==> config.mk <==
export PLATFORM = sky130hd
export DESIGN_NAME = alu_share_arbiter
export DESIGN_NICKNAME = d
export VERILOG_FILES = /design/src/rtl/alu_share_arbiter.sv
export SDC_FILE = /design/constraint.sdc
export NUM_CORES = 1
export LEC_CHECK = 0
export CAP_MARGIN = 20
export CORE_AREA = 2 2 180 94
export DETAILED_ROUTE_END_ITERATION = 10
export DIE_AREA = 0 0 182 96
export PLACE_DENSITY = 0.86
export SYNTH_ARGS = -nofsm -noshare
export SYNTH_HDL_FRONTEND = slang
export SYNTH_SLANG_ARGS = --single-unit
==> constraint.sdc <==
create_clock -name clk -period 1.9 [get_ports clk]
set_input_delay 0.285 -clock clk [delete_from_list [all_inputs] [get_ports clk]]
set_output_delay 0.285 -clock clk [all_outputs]
set_load 0.03 [all_outputs]
==> src/rtl/alu_share_arbiter.sv <==
// ----------------------------------------------------------------------------
// alu_share_arbiter
// Shares one external combinational ALU (AND/OR/ADD/SUB) between two
// requesters. Round-robin grant, operands latched on accept, result latched
// at the end of the single ISSUE cycle and held until the response handshake.
//
// Ports:
//   clk, reset (async, active-low)
//   req{0,1}_valid/ready/a/b/op   request channels (ready combinational, IDLE only)
//   rsp{0,1}_valid/ready/result/zero/err  response channels
//   alu_a, alu_b, alu_ctrl        operands/control to the shared ALU (0 outside ISSUE)
//   alu_result, alu_zero          shared ALU outputs
//   grant0_cnt, grant1_cnt, conflict_cnt  only with ALU_SHARE_STATS_EN defined
//
// Optional feature macro: ALU_SHARE_STATS_EN (saturating 16-bit statistics).
// ----------------------------------------------------------------------------
module alu_share_arbiter #(
  parameter int unsigned WIDTH = 32,
  parameter int unsigned OP_W  = 3
) (
  input  logic             clk,
  input  logic             reset,
  input  logic             req0_valid,
  output logic             req0_ready,
  input  logic [WIDTH-1:0] req0_a,
  input  logic [WIDTH-1:0] req0_b,
  input  logic [OP_W-1:0]  req0_op,
  input  logic             req1_valid,
  output logic             req1_ready,
  input  logic [WIDTH-1:0] req1_a,
  input  logic [WIDTH-1:0] req1_b,
  input  logic [OP_W-1:0]  req1_op,
  output logic             rsp0_valid,
  input  logic             rsp0_ready,
  output logic [WIDTH-1:0] rsp0_result,
  output logic             rsp0_zero,
  output logic             rsp0_err,
  output logic             rsp1_valid,
  input  logic             rsp1_ready,
  output logic [WIDTH-1:0] rsp1_result,
  output logic             rsp1_zero,
  output logic             rsp1_err,
  output logic [WIDTH-1:0] alu_a,
  output logic [WIDTH-1:0] alu_b,
  output logic [OP_W-1:0]  alu_ctrl,
  input  logic [WIDTH-1:0] alu_result,
  input  logic             alu_zero
`ifdef ALU_SHARE_STATS_EN
  ,
  output logic [15:0]      grant0_cnt,
  output logic [15:0]      grant1_cnt,
  output logic [15:0]      conflict_cnt
`endif
);

  localparam logic [1:0] ST_IDLE  = 2'd0;
  localparam logic [1:0] ST_ISSUE = 2'd1;
  localparam logic [1:0] ST_RESP  = 2'd2;

  // op[2] set marks an illegal operation
  localparam int unsigned ERR_BIT = 2;

  logic [1:0]       state, state_d;
  logic             last_grant;
  logic             owner;
  logic [WIDTH-1:0] a_q, b_q, result_q;
  logic [OP_W-1:0]  op_q;
  logic             zero_q, err_q;

  logic             in_idle, in_issue, in_resp;
  logic             gnt0, gnt1, accept, rsp_done;

  assign in_idle  = (state == ST_IDLE);
  assign in_issue = (state == ST_ISSUE);
  assign in_resp  = (state == ST_RESP);

  // Round-robin: on a tie the requester that did not win last time gets it
  assign gnt1   = in_idle && req1_valid && (!req0_valid || !last_grant);
  assign gnt0   = in_idle && req0_valid && !gnt1;
  assign accept = gnt0 || gnt1;

  // Ready is forced low while reset is asserted so every output reads 0
  assign req0_ready = reset && gnt0;
  assign req1_ready = reset && gnt1;

  assign rsp_done = in_resp && (owner ? rsp1_ready : rsp0_ready);

  // State register
  always_ff @(posedge clk or negedge reset) begin
    if (!reset) state <= ST_IDLE;
    else        state <= state_d;
  end

  // Next-state logic
  always_comb begin
    state_d = state;
    unique case (state)
      ST_IDLE:  if (accept)   state_d = ST_ISSUE;
      ST_ISSUE:               state_d = ST_RESP;
      ST_RESP:  if (rsp_done) state_d = ST_IDLE;
      default:                state_d = ST_IDLE;
    endcase
  end

  // Operand latch on accept, result capture at the end of ISSUE
  always_ff @(posedge clk or negedge reset) begin
    if (!reset) begin
      last_grant <= 1'b1;
      owner      <= 1'b0;
      a_q        <= '0;
      b_q        <= '0;
      op_q       <= '0;
      result_q   <= '0;
      zero_q     <= 1'b0;
      err_q      <= 1'b0;
    end else begin
      if (accept) begin
        owner      <= gnt1;
        last_grant <= gnt1;
        a_q        <= gnt1 ? req1_a  : req0_a;
        b_q        <= gnt1 ? req1_b  : req0_b;
        op_q       <= gnt1 ? req1_op : req0_op;
      end
      if (in_issue) begin
        if (op_q[ERR_BIT]) begin
          result_q <= '0;
          zero_q   <= 1'b0;
          err_q    <= 1'b1;
        end else begin
          result_q <= alu_result;
          zero_q   <= alu_zero;
          err_q    <= 1'b0;
        end
      end
    end
  end

  // Shared ALU drive; an illegal op never reaches alu_ctrl
  assign alu_a    = in_issue ? a_q : '0;
  assign alu_b    = in_issue ? b_q : '0;
  assign alu_ctrl = (in_issue && !op_q[ERR_BIT]) ? op_q : '0;

  // Responses go only to the owner of the current operation
  assign rsp0_valid  = in_resp && !owner;
  assign rsp1_valid  = in_resp && owner;
  assign rsp0_result = rsp0_valid ? result_q : '0;
  assign rsp1_result = rsp1_valid ? result_q : '0;
  assign rsp0_zero   = rsp0_valid && zero_q;
  assign rsp1_zero   = rsp1_valid && zero_q;
  assign rsp0_err    = rsp0_valid && err_q;
  assign rsp1_err    = rsp1_valid && err_q;

`ifdef ALU_SHARE_STATS_EN
  // Saturating grant and conflict statistics
  always_ff @(posedge clk or negedge reset) begin
    if (!reset) begin
      grant0_cnt   <= '0;
      grant1_cnt   <= '0;
      conflict_cnt <= '0;
    end else begin
      if (gnt0 && grant0_cnt != 16'hFFFF)
        grant0_cnt <= grant0_cnt + 16'd1;
      if (gnt1 && grant1_cnt != 16'hFFFF)
        grant1_cnt <= grant1_cnt + 16'd1;
      if (in_idle && req0_valid && req1_valid && conflict_cnt != 16'hFFFF)
        conflict_cnt <= conflict_cnt + 16'd1;
    end
  end
`endif

endmodule

==> impl_results.md, run 1 <==
- Leak Pwr: about 4.7 nW
- Largest net degree at the start of global routing: 94
- Max frequency: 530 MHz
- Final Max Slew Viols: 0
- Worst Path Arrival: 1.60 ns
- Port Buffers: slightly above 300
- DP Area: between 9000 and 10000 µm²
- Post-DP HPWL: 15500 µm
- CP bufs+invs: 4
- Final Skew: ~0.012 ns
- FF+latch count, synth: around 110
- Vias in the first global route: 6246
- Critical Path Slowest Stage Cell: dfrtp_2
- Longest Clk Path Bufs: 2
- Final nets: ~1100
- Initial antenna violation count: 0
- Mapped Nets: 813
- Ports: approximately 310
- Die Y-Extent: 96 µm
- CTS tree: built
- Setup crit end kind: primary output
- Max_cap viols: 0
- Origin of the critical flop-to-flop path: state[1]
- DIE AREA: 17500 µm²
- Initial DRC count: 363
- Total global-route track usage: 26.1%
- RD Place Congestion: 0.813
- Crit Path Class: reg2out
- Wire length per cell: approximately 21 µm
- Routed Antenna Nets: 0
- Crit start category: flip-flop
- H-Tree Depth: 3
- Avg Cell Area, Syn: 9.97 µm²
- N_diodes: 0
- Synthesized area: 6380 µm²
- Outcome: completed
- Chip width: 182 µm
- Required time of the critical path: between 1.5 and 2 ns
- Setup TNS: 0 ns
- Final wirelength: 24400 µm
- Final Hold Fails: 0
- Clk root buf: clkbuf_16
- Tcrit/Tclk final: 99.3%
- Worst vdd ir: 747 µV
- Via count: 6386
- Slew headroom: 65.7%
- Fillers: about 1200
- Worst reg2reg path endpoint: a_q[2]
- DRC viols: 0
- CP max stage delay: 0.44 ns
- Clock-pin slew on the worst setup and hold paths: approximately 0.080 ns
- Syn-to-layout area delta: 66.4%
- First-pass GRT wire length: 35300 µm
- CP Cell Sequence: buf_6, nand2b_4, nor2_4, buf_6, buf_12, and2_4, buf_12
- GR Overflow Total: 0
- Initial cell density of the core: 40.1%
- Proportion of layout cells with a drive suffix above 1: 33.3%
- Met1 WL: 10600 µm
- FF-to-FF setup slack: 0.06 ns
- Total power: 15.4 mW
- Ys Warns: 0
- Fin area: 10600 µm²
- Cells after synthesis: 640
- Distinct cells, synth: 29
- Mean number of vias per cell: 5.54
- WL met3: 2220 µm
- Router iterations before antenna repair: 5
- Worst slew pin tran: 0.515 ns
- # clock sinks: 105
- Core footprint: 15900 µm²
- Met2 routed WL: approximately 11000 µm
- Top sig layer: met4
- R2R depth: 6
- Sequential share of the synthesized area: roughly two fifths
- CP Max Fanout: 9
- Hold/Removal Path Class: in2async
- Top delay family on crit path: buffers and inverters
- TritonCTS Buffers: 9
- Row count: 33
- Power per cell area: 1450 nW/µm²
- RSZ-0062 raised after global routing: true
- Min cycle time layout: 1.89 ns
- Worst skew pair latency: 0.34 ns
- Final setup vio count: 0
## Yosys cell counts, drive strengths merged
master | instances | area share, %
dfstp | 1 | 0.41
nand2b | 2 | 0.20
o21ai | 3 | 0.29
nand2 | 70 | 4.1
dfrtp | 104 | 41
or2 | 1 | 0.098
nand3b | 33 | 3.9
inv | 2 | 0.12
buf | 29 | 2.9
nand3 | 2 | 0.24
a221o | 67 | 11
and3 | 1 | 0.098
nor3b | 69 | 10
a21o | 1 | 0.12
conb | 1 | 0.059
nor2b | 1 | 0.098
clkbuf | 47 | 2.8
and2 | 133 | 13
nor2 | 5 | 0.45
and4 | 67 | 9.2
mux2 | 1 | 0.18
## registers in the layout, indices dropped and copies added (netlist names)
register    count
zero_q          1
result_q       32
op_q            3
last_grant      1
err_q           1
a_q            32
b_q            32
owner           1
state           2
## final cells by class
class	count	area, µm²	share of cell area, %
multi-input cells	457	3600	33.9
clock buffers	10	239	2.25
inverters	2	7.51	0.0707
well taps	210	263	2.47
repair buffers	362	3830	36.1
clock inverters	6	48.8	0.459
flip-flops and latches	105	2630	24.8
## metal layers
metal	GRT usage, %	up-vias
met1	35.7	3188
met3	7.26	13
met4	3.49	0
met5	0	-
met2	42.8	269
li1	-	2916
## through the flow
stage	utilization, %	std cells	hold WS (ns)	setup slack, ns
4_1_cts	63.2	1141	0.351	-0.0729
5_1_grt	66.7	1152	0.375	-0.0656
6_report	66.7	1152	0.366	0.0128
2_1_floorplan	-	640	-0.0106	0.0665
3_5_place_dp	59.8	1114	0.185	0.0522
3_3_place_gp	59.8	1114	0.179	0.0718
## placed cells by master (no fill, tap or decap), drive strengths merged, types with 3 or more instances in the layout
cell,Yosys,layout
inv,2,5
and2,133,133
dfrtp,104,104
nand3b,33,33
nor2,5,5
nand2,70,70
clkbuf,47,15
o21ai,3,3
and4,67,67
a221o,67,67
nor3b,69,69
buf,29,186
clkdlybuf4s50,0,170
## worst max-delay path by stage
stage / end / cells after the start / from / slack, ns
detailed placement: b_q[27] / 6 / req0_valid / 0.05
CTS: alu_a[26] / 4 / state[1] / -0.07
global placement: op_q[2] / 6 / req0_valid / 0.07
finish: rsp1_result[9] / 7 / state[1] / 0.01
global route: rsp1_result[9] / 7 / state[1] / -0.07
floorplan: req0_ready / 5 / last_grant / 0.07
## report_power, final
part | total (mW) | switching [mW] | internal [mW]
Sequential | 4.07 | 0.739 | 3.33
Combinational | 9.52 | 4.97 | 4.55
Clock | 1.85 | 0.903 | 0.944
## cell families after synthesis
family | synth area share, %
other | 0.0587
buffers and inverters | 5.80
AOI/OAI and AO/OA | 10.9
DFF | 41.2
and+or+nand+nor | 41.9
muxes | 0.176
## what timing repair did
item,in CTS,in global routing
pin swaps,2,37
gates cloned,3,7
hold endpoints to repair,11,0
setup buffers,7,5
hold buffers,1,0
endpoints found under the setup margin,133,135
resized for setup,36,128
Power figures use the tool's default switching activity.
==> run 2: changes to the inputs <==
Settings changed: REMOVE_ABC_BUFFERS from default to 1.
==> run 2 against run 1 <==
Clock power barely moved. Register-to-register slack got worse by 0.09 ns. Sequential share of layout area fell by 1.3 points. Largest power group unchanged. The flow now finishes with violations (setup timing). Critical endpoint is now rsp1_result[14].
==> impl_results.md, run 2 (synthesis results as in run 1) <==
- Crit Path Class: reg2out
- CP Max Fanout: 7
- Ports: between 300 and 400
- Final nets: around 1100
- Reg power frac: around 25%
- Final setup vio count: 124
- Wire length per cell: 22.9 µm
- Slew headroom: about three fifths
- Critical Path Slowest Stage Cell: dfrtp_2
- Min cycle time layout: 1.98 ns
- # clock sinks: 105
- Worst Setup EP: rsp1_result[14]
- Total power: 16.7 mW
- Pint: about 9.5 mW
- Worst Path Arrival: 1.70 ns
- Final Max Slew Viols: 0
- CP Cell Sequence: nand2b_4, nor2_4, buf_12, clkbuf_16, and2_4, buf_6
- Final Hold Fails: 0
- Total global-route track usage: 26.4%
- Chip width: 182 µm
- Final wirelength: 26800 µm
- Die Y-Extent: 96 µm
- Post-DP HPWL: 15600 µm
- Power per cell area: 1490 nW/µm²
- Vias in the first global route: between 6000 and 7000
- Commonest non-fill, non-tap cells in the layout: 170 x clkdlybuf4s50_1, 146 x buf_6, 116 x and2_4, 101 x dfrtp_1, 69 x nand2_1
- CP max stage delay: 0.44 ns
- Setup crit end kind: primary output
- Sw Share: around 43%
- Final Skew: between 0.009 and 0.01 ns
- R2R depth: 7
- Leak Pwr: 5.00 nW
- RSZ-0062 raised after global routing: true
- Worst vdd ir: 685 µV
- Routed Antenna Nets: 0
- Violated checks: setup timing
- H-Tree Depth: 3
- Core footprint: 15900 µm²
- GR Overflow Total: 0
- TritonCTS Buffers: 9
- Proportion of layout cells with a drive suffix above 1: about two fifths
- First-pass GRT wire length: 35700 µm
- Final worst-path setup slack: -0.0818 ns
- Clk root buf: clkbuf_16
- Router iterations before antenna repair: 4
- Outcome: complete, but fails checks
- Worst slew pin tran: 0.603 ns
- Longest Clk Path Bufs: 2
- Required time of the critical path: 1.62 ns
- Commonest non-fill, non-tap cell in the layout: clkdlybuf4s50_1
- CTS tree: built
- Layout Utilization: 70.3%
- Worst skew pair latency: 0.34 ns
- FF-to-FF setup slack: -0.03 ns
- Psw: slightly above 7 mW
- Initial DRC count: 480
- Largest net degree at the start of global routing: 101
- Biggest regs: a_q (32), b_q (32), result_q (32)
- Clock power frac: 11.3%
- Max_cap viols: 0
- Crit start category: flip-flop
- Mean number of vias per cell: 5.69
- Hold/Removal Path Class: in2async
- Syn-to-layout area delta: 75.6%
- Tcrit/Tclk final: 104%
- Worst reg2reg path endpoint: b_q[15]
- RD Place Congestion: ~0.80
- Via count: between 6000 and 7000
- Comb pwr share: 64.0%
- Clock-pin slew on the worst setup and hold paths: about 0.080 ns
- Initial cell density of the core: 40.1%
- Port Buffers: 310
- DIE AREA: ~17000 µm²
- Row count: 33
- Origin of the critical flop-to-flop path: state[1]
- Max frequency: 505 MHz
- DRC viols: 0
- Critical path launch point: state[0]
- Initial antenna violation count: 2
-- run 2: stage by stage --
step / std cells / hold WS, ns / cell area [µm²] / TNS (ns) / setup WS [ns]
2_1_floorplan: 564 / -0.0106 / 6020 / -242.64 / -1.75
3_5_place_dp: 1114 / 0.121 / 9420 / 0 / 0.0222
4_1_cts: 1148 / 0.334 / 10500 / -3.26 / -0.0632
6_report: 1168 / 0.331 / 11200 / -5.96 / -0.0818
3_3_place_gp: 1114 / 0.121 / 9420 / 0 / 0.0856
5_1_grt: 1168 / 0.329 / 11200 / -15.62 / -0.131
-- run 2: area by class of cell --
type	instances	area, µm²
sequential	105	2630
tap	210	263
fill	1110	4730
clock inverter	7	62.6
multi-input combinational	457	3750
timing repair buffer	377	4260
antenna	1	2.50
inverter	2	7.51
clock buffer	9	225
-- run 2: critical path: cells and delay by family (launching register included) --
| kind | cells | cell delay [ns] |
|---|---|---|
| simple gates | 3 | 0.45 |
| flops | 1 | 0.44 |
| buf+inv | 3 | 0.44 |
-- run 2: worst min path at each step --
stage / from / endpoint / slack, ns
global placement: reset / b_q[2] / 0.12
floorplan: reset / a_q[0] / -0.01
CTS: reset / b_q[2] / 0.33
detailed placement: reset / b_q[8] / 0.12
finish: reset / b_q[2] / 0.33
global route: reset / b_q[22] / 0.33
-- run 2: metal layers --
metal	vias to the layer above	global-route usage (%)	routed length (µm)
met5	-	0	0
met4	0	4.44	316
met3	32	7.76	2410
met2	311	40.7	12000
met1	3361	37.5	12100
li1	2944	-	-
-- run 2: what timing repair did --
item,in CTS,in global routing
hold endpoints to repair,5,0
pin swaps,28,77
cloned,5,17
hold buffers,1,0
resized for setup,194,94
endpoints found under the setup margin,132,146
setup buffers,12,3
-- run 2: power by group through the flow --
stage,clock (mW),combinational (mW),sequential (mW)
2_1_floorplan,0,4.76,3.78
3_3_place_gp,0,7.71,3.99
3_5_place_dp,0,7.90,4.01
4_1_cts,1.91,9.34,4.05
5_1_grt,2.00,11.2,4.24
6_report,1.88,10.7,4.13
